File: src/rtl/fpu_issue_ctrl_pkg.sv
// Shared constants, FSM state type and operand helper for the FPU issue controller.
package fpu_pkg;

    localparam logic [6:0] FUNCT7_ADD = 7'b0100000;
    localparam logic [6:0] FUNCT7_SUB = 7'b0100100;
    localparam logic [6:0] FUNCT7_MUL = 7'b0000010;

    localparam logic [2:0] RM_RNE = 3'b000;
    localparam logic [2:0] RM_RTZ = 3'b001;
    localparam logic [2:0] RM_RDN = 3'b010;
    localparam logic [2:0] RM_RUP = 3'b011;
    localparam logic [2:0] RM_RMM = 3'b100;
    localparam logic [2:0] RM_DYN = 3'b111;

    localparam int FLAG_NX = 0;
    localparam int FLAG_UF = 1;
    localparam int FLAG_OF = 2;
    localparam int FLAG_DZ = 3;
    localparam int FLAG_NV = 4;

    localparam logic [31:0] CANON_NAN = 32'h7FC00000;

    typedef enum logic [1:0] {
        ST_IDLE = 2'd0,
        ST_BUSY = 2'd1,
        ST_DONE = 2'd2
    } state_t;

    // Subnormal inputs collapse to a zero of the same sign.
    function automatic logic [31:0] flush_subnormal(input logic [31:0] x);
        if (x[30:23] == 8'd0 && x[22:0] != 23'd0)
            return {x[31], 31'd0};
        return x;
    endfunction

endpackage

File: src/rtl/fpu_issue_ctrl_if.sv
// Request/response handshake bundle between the issue stage and the FPU sequencer.
interface fpu_issue_ctrl_if #(
    parameter int TAG_W = 5
);
    logic             req_valid;
    logic             req_ready;
    logic [31:0]      req_op1;
    logic [31:0]      req_op2;
    logic [2:0]       req_frm;
    logic [6:0]       req_funct7;
    logic [TAG_W-1:0] req_tag;

    logic             rsp_valid;
    logic             rsp_ready;
    logic [31:0]      rsp_result;
    logic [4:0]       rsp_flags;
    logic             rsp_illegal;
    logic [TAG_W-1:0] rsp_tag;

    modport master (
        output req_valid, req_op1, req_op2, req_frm, req_funct7, req_tag, rsp_ready,
        input  req_ready, rsp_valid, rsp_result, rsp_flags, rsp_illegal, rsp_tag
    );

    modport slave (
        input  req_valid, req_op1, req_op2, req_frm, req_funct7, req_tag, rsp_ready,
        output req_ready, rsp_valid, rsp_result, rsp_flags, rsp_illegal, rsp_tag
    );
endinterface

File: src/rtl/fpu_req_decode.sv
// Request decode: rounding-mode resolution, encoding legality, optional flush-to-zero
// of subnormal operands (enabled by FPU_FTZ_EN).
module fpu_req_decode
    import fpu_pkg::*;
(
    input  logic [31:0] op1,
    input  logic [31:0] op2,
    input  logic [2:0]  frm,
    input  logic [6:0]  funct7,
    input  logic [2:0]  csr_frm,
    output logic [2:0]  rm,
    output logic        legal,
    output logic [31:0] op1_eff,
    output logic [31:0] op2_eff
);

    always_comb begin
        rm = (frm == RM_DYN) ? csr_frm : frm;
        legal = (funct7 == FUNCT7_ADD || funct7 == FUNCT7_SUB || funct7 == FUNCT7_MUL)
                && (rm <= RM_RMM);
`ifdef FPU_FTZ_EN
        op1_eff = flush_subnormal(op1);
        op2_eff = flush_subnormal(op2);
`else
        op1_eff = op1;
        op2_eff = op2;
`endif
    end

endmodule

File: src/rtl/fpu_issue_ctrl.sv
// FPU issue sequencer: accepts one request, holds FPU operands for LATENCY cycles, buffers
// the response until consumed and accumulates sticky fflags. Optional FPU_FTZ_EN flushes subnormals.
module fpu_issue_ctrl
    import fpu_pkg::*;
#(
    parameter int LATENCY = 2,
    parameter int TAG_W   = 5
) (
    input  logic          clk,
    input  logic          nrst,
    fpu_issue_ctrl_if.slave bus,
    input  logic [2:0]    csr_frm,
    output logic [31:0]   fpu_op1,
    output logic [31:0]   fpu_op2,
    output logic [2:0]    fpu_frm,
    output logic [6:0]    fpu_funct7,
    input  logic [31:0]   fpu_result,
    input  logic [4:0]    fpu_flags,
    output logic [4:0]    fflags,
    input  logic          fflags_clr
);

    localparam int CNT_W = (LATENCY > 1) ? $clog2(LATENCY) : 1;

    state_t           state, state_nxt;
    logic [CNT_W-1:0] cnt;
    logic [TAG_W-1:0] op_tag;
    logic [31:0]      rsp_result_q;
    logic [4:0]       rsp_flags_q;
    logic             rsp_illegal_q;
    logic [TAG_W-1:0] rsp_tag_q;
    logic             req_ready, rsp_valid, accept, capture;

    logic [2:0]  dec_rm;
    logic        dec_legal;
    logic [31:0] dec_op1, dec_op2;

    fpu_req_decode u_decode (
        .op1     (bus.req_op1),
        .op2     (bus.req_op2),
        .frm     (bus.req_frm),
        .funct7  (bus.req_funct7),
        .csr_frm (csr_frm),
        .rm      (dec_rm),
        .legal   (dec_legal),
        .op1_eff (dec_op1),
        .op2_eff (dec_op2)
    );

    always_ff @(posedge clk) begin
        if (!nrst) state <= ST_IDLE;
        else       state <= state_nxt;
    end

    always_comb begin
        state_nxt = state;
        case (state)
            ST_IDLE: if (accept)        state_nxt = dec_legal ? ST_BUSY : ST_DONE;
            ST_BUSY: if (capture)       state_nxt = ST_DONE;
            ST_DONE: if (bus.rsp_ready) state_nxt = ST_IDLE;
            default:                    state_nxt = ST_IDLE;
        endcase
    end

    always_comb begin
        req_ready = (state == ST_IDLE);
        rsp_valid = (state == ST_DONE);
        accept    = bus.req_valid && req_ready;
        capture   = (state == ST_BUSY) && (cnt == '0);
    end

    // Operand registers drive the FPU directly; they only change on a legal accept.
    always_ff @(posedge clk) begin
        if (!nrst) begin
            cnt           <= '0;
            fpu_op1       <= '0;
            fpu_op2       <= '0;
            fpu_frm       <= '0;
            fpu_funct7    <= '0;
            op_tag        <= '0;
            rsp_result_q  <= '0;
            rsp_flags_q   <= '0;
            rsp_illegal_q <= 1'b0;
            rsp_tag_q     <= '0;
            fflags        <= '0;
        end else begin
            if (accept && dec_legal) begin
                fpu_op1    <= dec_op1;
                fpu_op2    <= dec_op2;
                fpu_frm    <= dec_rm;
                fpu_funct7 <= bus.req_funct7;
                op_tag     <= bus.req_tag;
                cnt        <= CNT_W'(LATENCY - 1);
            end else if (state == ST_BUSY && cnt != '0) begin
                cnt <= cnt - CNT_W'(1);
            end

            if (accept && !dec_legal) begin
                rsp_result_q  <= CANON_NAN;
                rsp_flags_q   <= '0;
                rsp_illegal_q <= 1'b1;
                rsp_tag_q     <= bus.req_tag;
            end else if (capture) begin
                rsp_result_q  <= fpu_result;
                rsp_flags_q   <= fpu_flags;
                rsp_illegal_q <= 1'b0;
                rsp_tag_q     <= op_tag;
            end

            // A clear coinciding with a capture keeps only the new flags.
            fflags <= (fflags_clr ? 5'd0 : fflags) | (capture ? fpu_flags : 5'd0);
        end
    end

    assign bus.req_ready   = req_ready;
    assign bus.rsp_valid   = rsp_valid;
    assign bus.rsp_result  = rsp_result_q;
    assign bus.rsp_flags   = rsp_flags_q;
    assign bus.rsp_illegal = rsp_illegal_q;
    assign bus.rsp_tag     = rsp_tag_q;

endmodule

File: src/flat_wrapper.sv
// flat-port wrapper written by rule: the top's interface ports become plain ports
module fpu_issue_ctrl_flat import fpu_pkg::*;
#(
    parameter int LATENCY = 2,
    parameter int TAG_W   = 5
)
  (clk, nrst, csr_frm, fpu_op1, fpu_op2, fpu_frm, fpu_funct7, fpu_result, fpu_flags, fflags, fflags_clr, bus_req_valid, bus_req_op1, bus_req_op2, bus_req_frm, bus_req_funct7, bus_req_tag, bus_rsp_ready, bus_req_ready, bus_rsp_valid, bus_rsp_result, bus_rsp_flags, bus_rsp_illegal, bus_rsp_tag);
  fpu_issue_ctrl_if #(.TAG_W(TAG_W)) bus_i ();
  input  logic clk;
  input  logic nrst;
  input  logic [2:0] csr_frm;
  output logic [31:0] fpu_op1;
  output logic [31:0] fpu_op2;
  output logic [2:0] fpu_frm;
  output logic [6:0] fpu_funct7;
  input  logic [31:0] fpu_result;
  input  logic [4:0] fpu_flags;
  output logic [4:0] fflags;
  input  logic fflags_clr;
  input wire logic [$bits(bus_i.req_valid)-1:0] bus_req_valid;
  input wire logic [$bits(bus_i.req_op1)-1:0] bus_req_op1;
  input wire logic [$bits(bus_i.req_op2)-1:0] bus_req_op2;
  input wire logic [$bits(bus_i.req_frm)-1:0] bus_req_frm;
  input wire logic [$bits(bus_i.req_funct7)-1:0] bus_req_funct7;
  input wire logic [$bits(bus_i.req_tag)-1:0] bus_req_tag;
  input wire logic [$bits(bus_i.rsp_ready)-1:0] bus_rsp_ready;
  output wire logic [$bits(bus_i.req_ready)-1:0] bus_req_ready;
  output wire logic [$bits(bus_i.rsp_valid)-1:0] bus_rsp_valid;
  output wire logic [$bits(bus_i.rsp_result)-1:0] bus_rsp_result;
  output wire logic [$bits(bus_i.rsp_flags)-1:0] bus_rsp_flags;
  output wire logic [$bits(bus_i.rsp_illegal)-1:0] bus_rsp_illegal;
  output wire logic [$bits(bus_i.rsp_tag)-1:0] bus_rsp_tag;
  assign bus_i.req_valid = bus_req_valid;
  assign bus_i.req_op1 = bus_req_op1;
  assign bus_i.req_op2 = bus_req_op2;
  assign bus_i.req_frm = bus_req_frm;
  assign bus_i.req_funct7 = bus_req_funct7;
  assign bus_i.req_tag = bus_req_tag;
  assign bus_i.rsp_ready = bus_rsp_ready;
  assign bus_req_ready = bus_i.req_ready;
  assign bus_rsp_valid = bus_i.rsp_valid;
  assign bus_rsp_result = bus_i.rsp_result;
  assign bus_rsp_flags = bus_i.rsp_flags;
  assign bus_rsp_illegal = bus_i.rsp_illegal;
  assign bus_rsp_tag = bus_i.rsp_tag;
  fpu_issue_ctrl #(.LATENCY(LATENCY), .TAG_W(TAG_W)) u_core (.clk(clk), .nrst(nrst), .bus(bus_i), .csr_frm(csr_frm), .fpu_op1(fpu_op1), .fpu_op2(fpu_op2), .fpu_frm(fpu_frm), .fpu_funct7(fpu_funct7), .fpu_result(fpu_result), .fpu_flags(fpu_flags), .fflags(fflags), .fflags_clr(fflags_clr));
endmodule
File: config.mk
export PLATFORM = sky130hd
export DESIGN_NAME = fpu_issue_ctrl_flat
export DESIGN_NICKNAME = d
export VERILOG_FILES = /design/src/rtl/fpu_issue_ctrl_pkg.sv /design/src/rtl/fpu_issue_ctrl_if.sv /design/src/rtl/fpu_req_decode.sv /design/src/rtl/fpu_issue_ctrl.sv /design/src/flat_wrapper.sv
export SDC_FILE = /design/constraint.sdc
export NUM_CORES = 1
export LEC_CHECK = 0
export ABC_AREA = 1
export CAP_MARGIN = 20
export CORE_ASPECT_RATIO = 1.25
export CORE_MARGIN = 5
export CORE_UTILIZATION = 40
export DETAILED_ROUTE_END_ITERATION = 6
export PLACE_DENSITY = 0.79
export SYNTH_ARGS = -nofsm -noshare
export SYNTH_HDL_FRONTEND = slang
export SYNTH_SLANG_ARGS = --single-unit
File: constraint.sdc
create_clock -name clk -period 1.7 [get_ports clk]
set_input_delay 0.34 -clock clk [delete_from_list [all_inputs] [get_ports clk]]
set_output_delay 0.34 -clock clk [all_outputs]
set_load 0.02 [all_outputs]
==> metrics.txt <==
total of max-cap violations 0; clk_lat worst skew between 0.4 and 0.5 ns; Crit-path slowest cell clkdlybuf4s50_1; top cell type by total area after synthesis dfxtp_1; Worst Path Arrival between 1 and 1.5 ns; Die Area between 10,000 and 15,000 um^2; register area 2600 um^2; Post-CTS Setup Bufs 0; Filler cells a little over 1,000; largest net degree at the start of global routing 51; Hold WC Path Type reg2reg; outcome finished clean; Post-Route WL approximately 16,000 um; metal2 WL between 7000 and 8000 um; minimum clock period roughly 1.7 ns; Mapped Cells 620; CP cell instances clkdlybuf4s50_1; WL/cell around 15 um; CP Buf/Inv Count 1; VDD IR-drop max about 540 uV; worst-case clock buffer depth 2; Worst Hold Margin ~0.44 ns; Syn Nets approximately 740; worst rel slew slack about four fifths; Final setup viols 0; antenna violations before repair 0; Synth Cell Area slightly above 5000 um^2; M1 WL between 6000 and 7000 um; vias around 5,300; die height between 100 and 150 um; Num CTS Buffers 17; Clock Skew approximately 0.0086 ns; Post-synth ARST share 0%; Die X ~110 um; Layout Nets approximately 1,000; Netlist cell types 25; area of the multi-input gates 2090 um^2; vias in the first global route 5,083; drt drc 0; GRT overflow 0; initial DRC count ~310; Power Density between 900 and 1000 nW/um^2; Mean Syn Cell Area 8.14 um^2; CTS HTree Levels 4; area share of the largest cell type after synthesis 51.5%; leakage power 3.93 nW; Total Routing Usage GR between 20% and 30%; share of cells above drive strength 1 12.0%; Worst EP required about 1.4 ns; Fin. Hold Viols 0; I/O pins around 250; Antenna Nets Post-Route 0; DR top layer met4; Post-synth top flop dfxtp_1; number of synthesized flops with an enable pin 0; clock-pin slew on the worst setup and hold paths roughly 0.050 ns; Worst Max-Slew Pin Slew ~0.3 ns; Yosys warning count 0; Core Rows between 40 and 50; crit path kind reg2out; Initial Utilization slightly above 40%; antenna cell count 0; f_max 599 MHz; dpl hpwl 11,600 um; placed cells roughly 1,000; Port Buffers approximately 250; core area about 13,000 um^2; ranking of synthesized cells by area dfxtp_1, nand2_1, a21oi_1; CTS tree built; first-pass GRT wire length about 26,000 um; via/cell ratio about 5; root buf cell clkbuf_16; drt pass-1 iters 4; final worst-path cycle share between 90% and 100%; CP Max Fanout 2; Seq/Total Area, Yosys about half; Synth-to-Final Area Change 69.2%; Setup crit end kind output pin; CTS sink count 130; critical path's top delay family buffers and inverters; largest stage delay on the critical path approximately 0.60 ns; RD Place Congestion ~0.84; RSZ-0062 raised after global routing false; met3 wire length 1460 um; Setup crit start kind register; max-slew violation count 0; flops & latches, synth 130; fin cells roughly 1,100
kinds of logic (layout without fill, tap and decap cells):
kind of cell	after synthesis	in the layout	synth area share, %
simple gates	290	290	26.5
buf+inv	73	342	7.56
compound gates	127	127	14.3
flops	130	130	51.5
per-stage QoR:
step | setup TNS (ns) | worst slack, ns | total power (W) | utilization, % | instance area [um^2]
after floorplan | 0 | 0.185 | 0.00350 | - | 5050
after global placement | -31.76 | -0.281 | 0.00402 | 63.5 | 7960
after detailed placement | -34.28 | -0.314 | 0.00402 | 63.5 | 7960
after CTS | 0 | 0.0000620 | 0.00777 | 67.4 | 8450
after global routing | 0 | 0.00282 | 0.00795 | 68.1 | 8540
final | 0 | 0.0299 | 0.00770 | 68.1 | 8540
metal layers:
metal,vias to the layer above,global-route usage (%)
met4,0,7.46
met3,23,7.95
met5,-,0
met2,233,34.9
li1,2631,-
met1,2422,24.4
sequential cells by signal, summed over array words and instances, names as in the netlist:
register                count
u_core.fpu_op1             32
u_core.state                2
u_core.op_tag               5
u_core.cnt                  1
u_core.fpu_op2             32
u_core.fflags               5
u_core.fpu_frm              3
u_core.bus.rsp_flags        5
u_core.bus.rsp_tag          5
u_core.fpu_funct7           7
u_core.bus.rsp_result      32
u_core.bus.rsp_illegal      1
path summary, 6_finish.rpt:
kind                              from                   end  slack, ns  cells past startpoint
hold reg to reg   u_core.fpu_funct7[4]  u_core.fpu_funct7[4]       0.44                      2
setup / recovery     u_core.fpu_op2[4]            fpu_op2[4]       0.03                      1
setup reg to reg       u_core.state[0]    u_core.fpu_op1[12]       0.30                      5
hold / removal    u_core.fpu_funct7[4]  u_core.fpu_funct7[4]       0.44                      2
report_power, final:
group	switching (W)	internal (W)	total (W)	leakage, nW
clock	0.00129	0.00248	0.00376	0.293
combinational	0.000377	0.000449	0.000825	2.59
sequential	0.0000210	0.00309	0.00311	1.05
total	0.00168	0.00602	0.00770	3.93
repair_timing:
item | CTS | global route
setup endpoints to repair | 96 | 42
pin swaps | 0 | 1
hold endpoints to repair | 0 | 0
gates cloned | 0 | 0
gates resized for setup | 96 | 31
hold buffers | 0 | 0
placed cells by master, fill, tap and decap left out:
master             n
a21oi_2           22
clkinvlp_4         2
a31oi_1            9
nor2_4             1
dlymetal6s2s_1    26
dfxtp_1          130
inv_1             16
dlygate4sd2_1     96
a21oi_1           93
clkinv_4           1
bufinv_16          4
clkbuf_1           3
clkinv_2           3
o21ai_1            1
nor3_1             1
nor2_2             1
inv_2              2
nand2_1          182
and2_2             1
nand2_8            1
nand3_1           12
nand3_2            2
o21a_1             1
or2_1              1
clkbuf_8           1
nand2_4            3
nor2_1            10
clkdlybuf4s50_1  125
buf_12            16
clkbuf_16         17
buf_4             30
nand4_1           75
o21ai_0            1
cell usage after synthesis (all sizes together) (2+ instances only):
cell type / instances
nor2: 12
a21oi: 115
buf: 39
dfxtp: 130
nand2: 186
a31oi: 9
nand4: 75
inv: 18
clkbuf: 16
o21ai: 2
nand3: 14
final cells by class:
type	instances	share of cell area (%)
clock buffers	21	5.27
clock inverters	10	1.86
inverters	18	0.791
multi-input cells	417	24.5
flip-flops and latches	130	30.5
well taps	168	2.46
repair buffers	293	34.7
No activity file was read; power rests on OpenSTA's default activity.
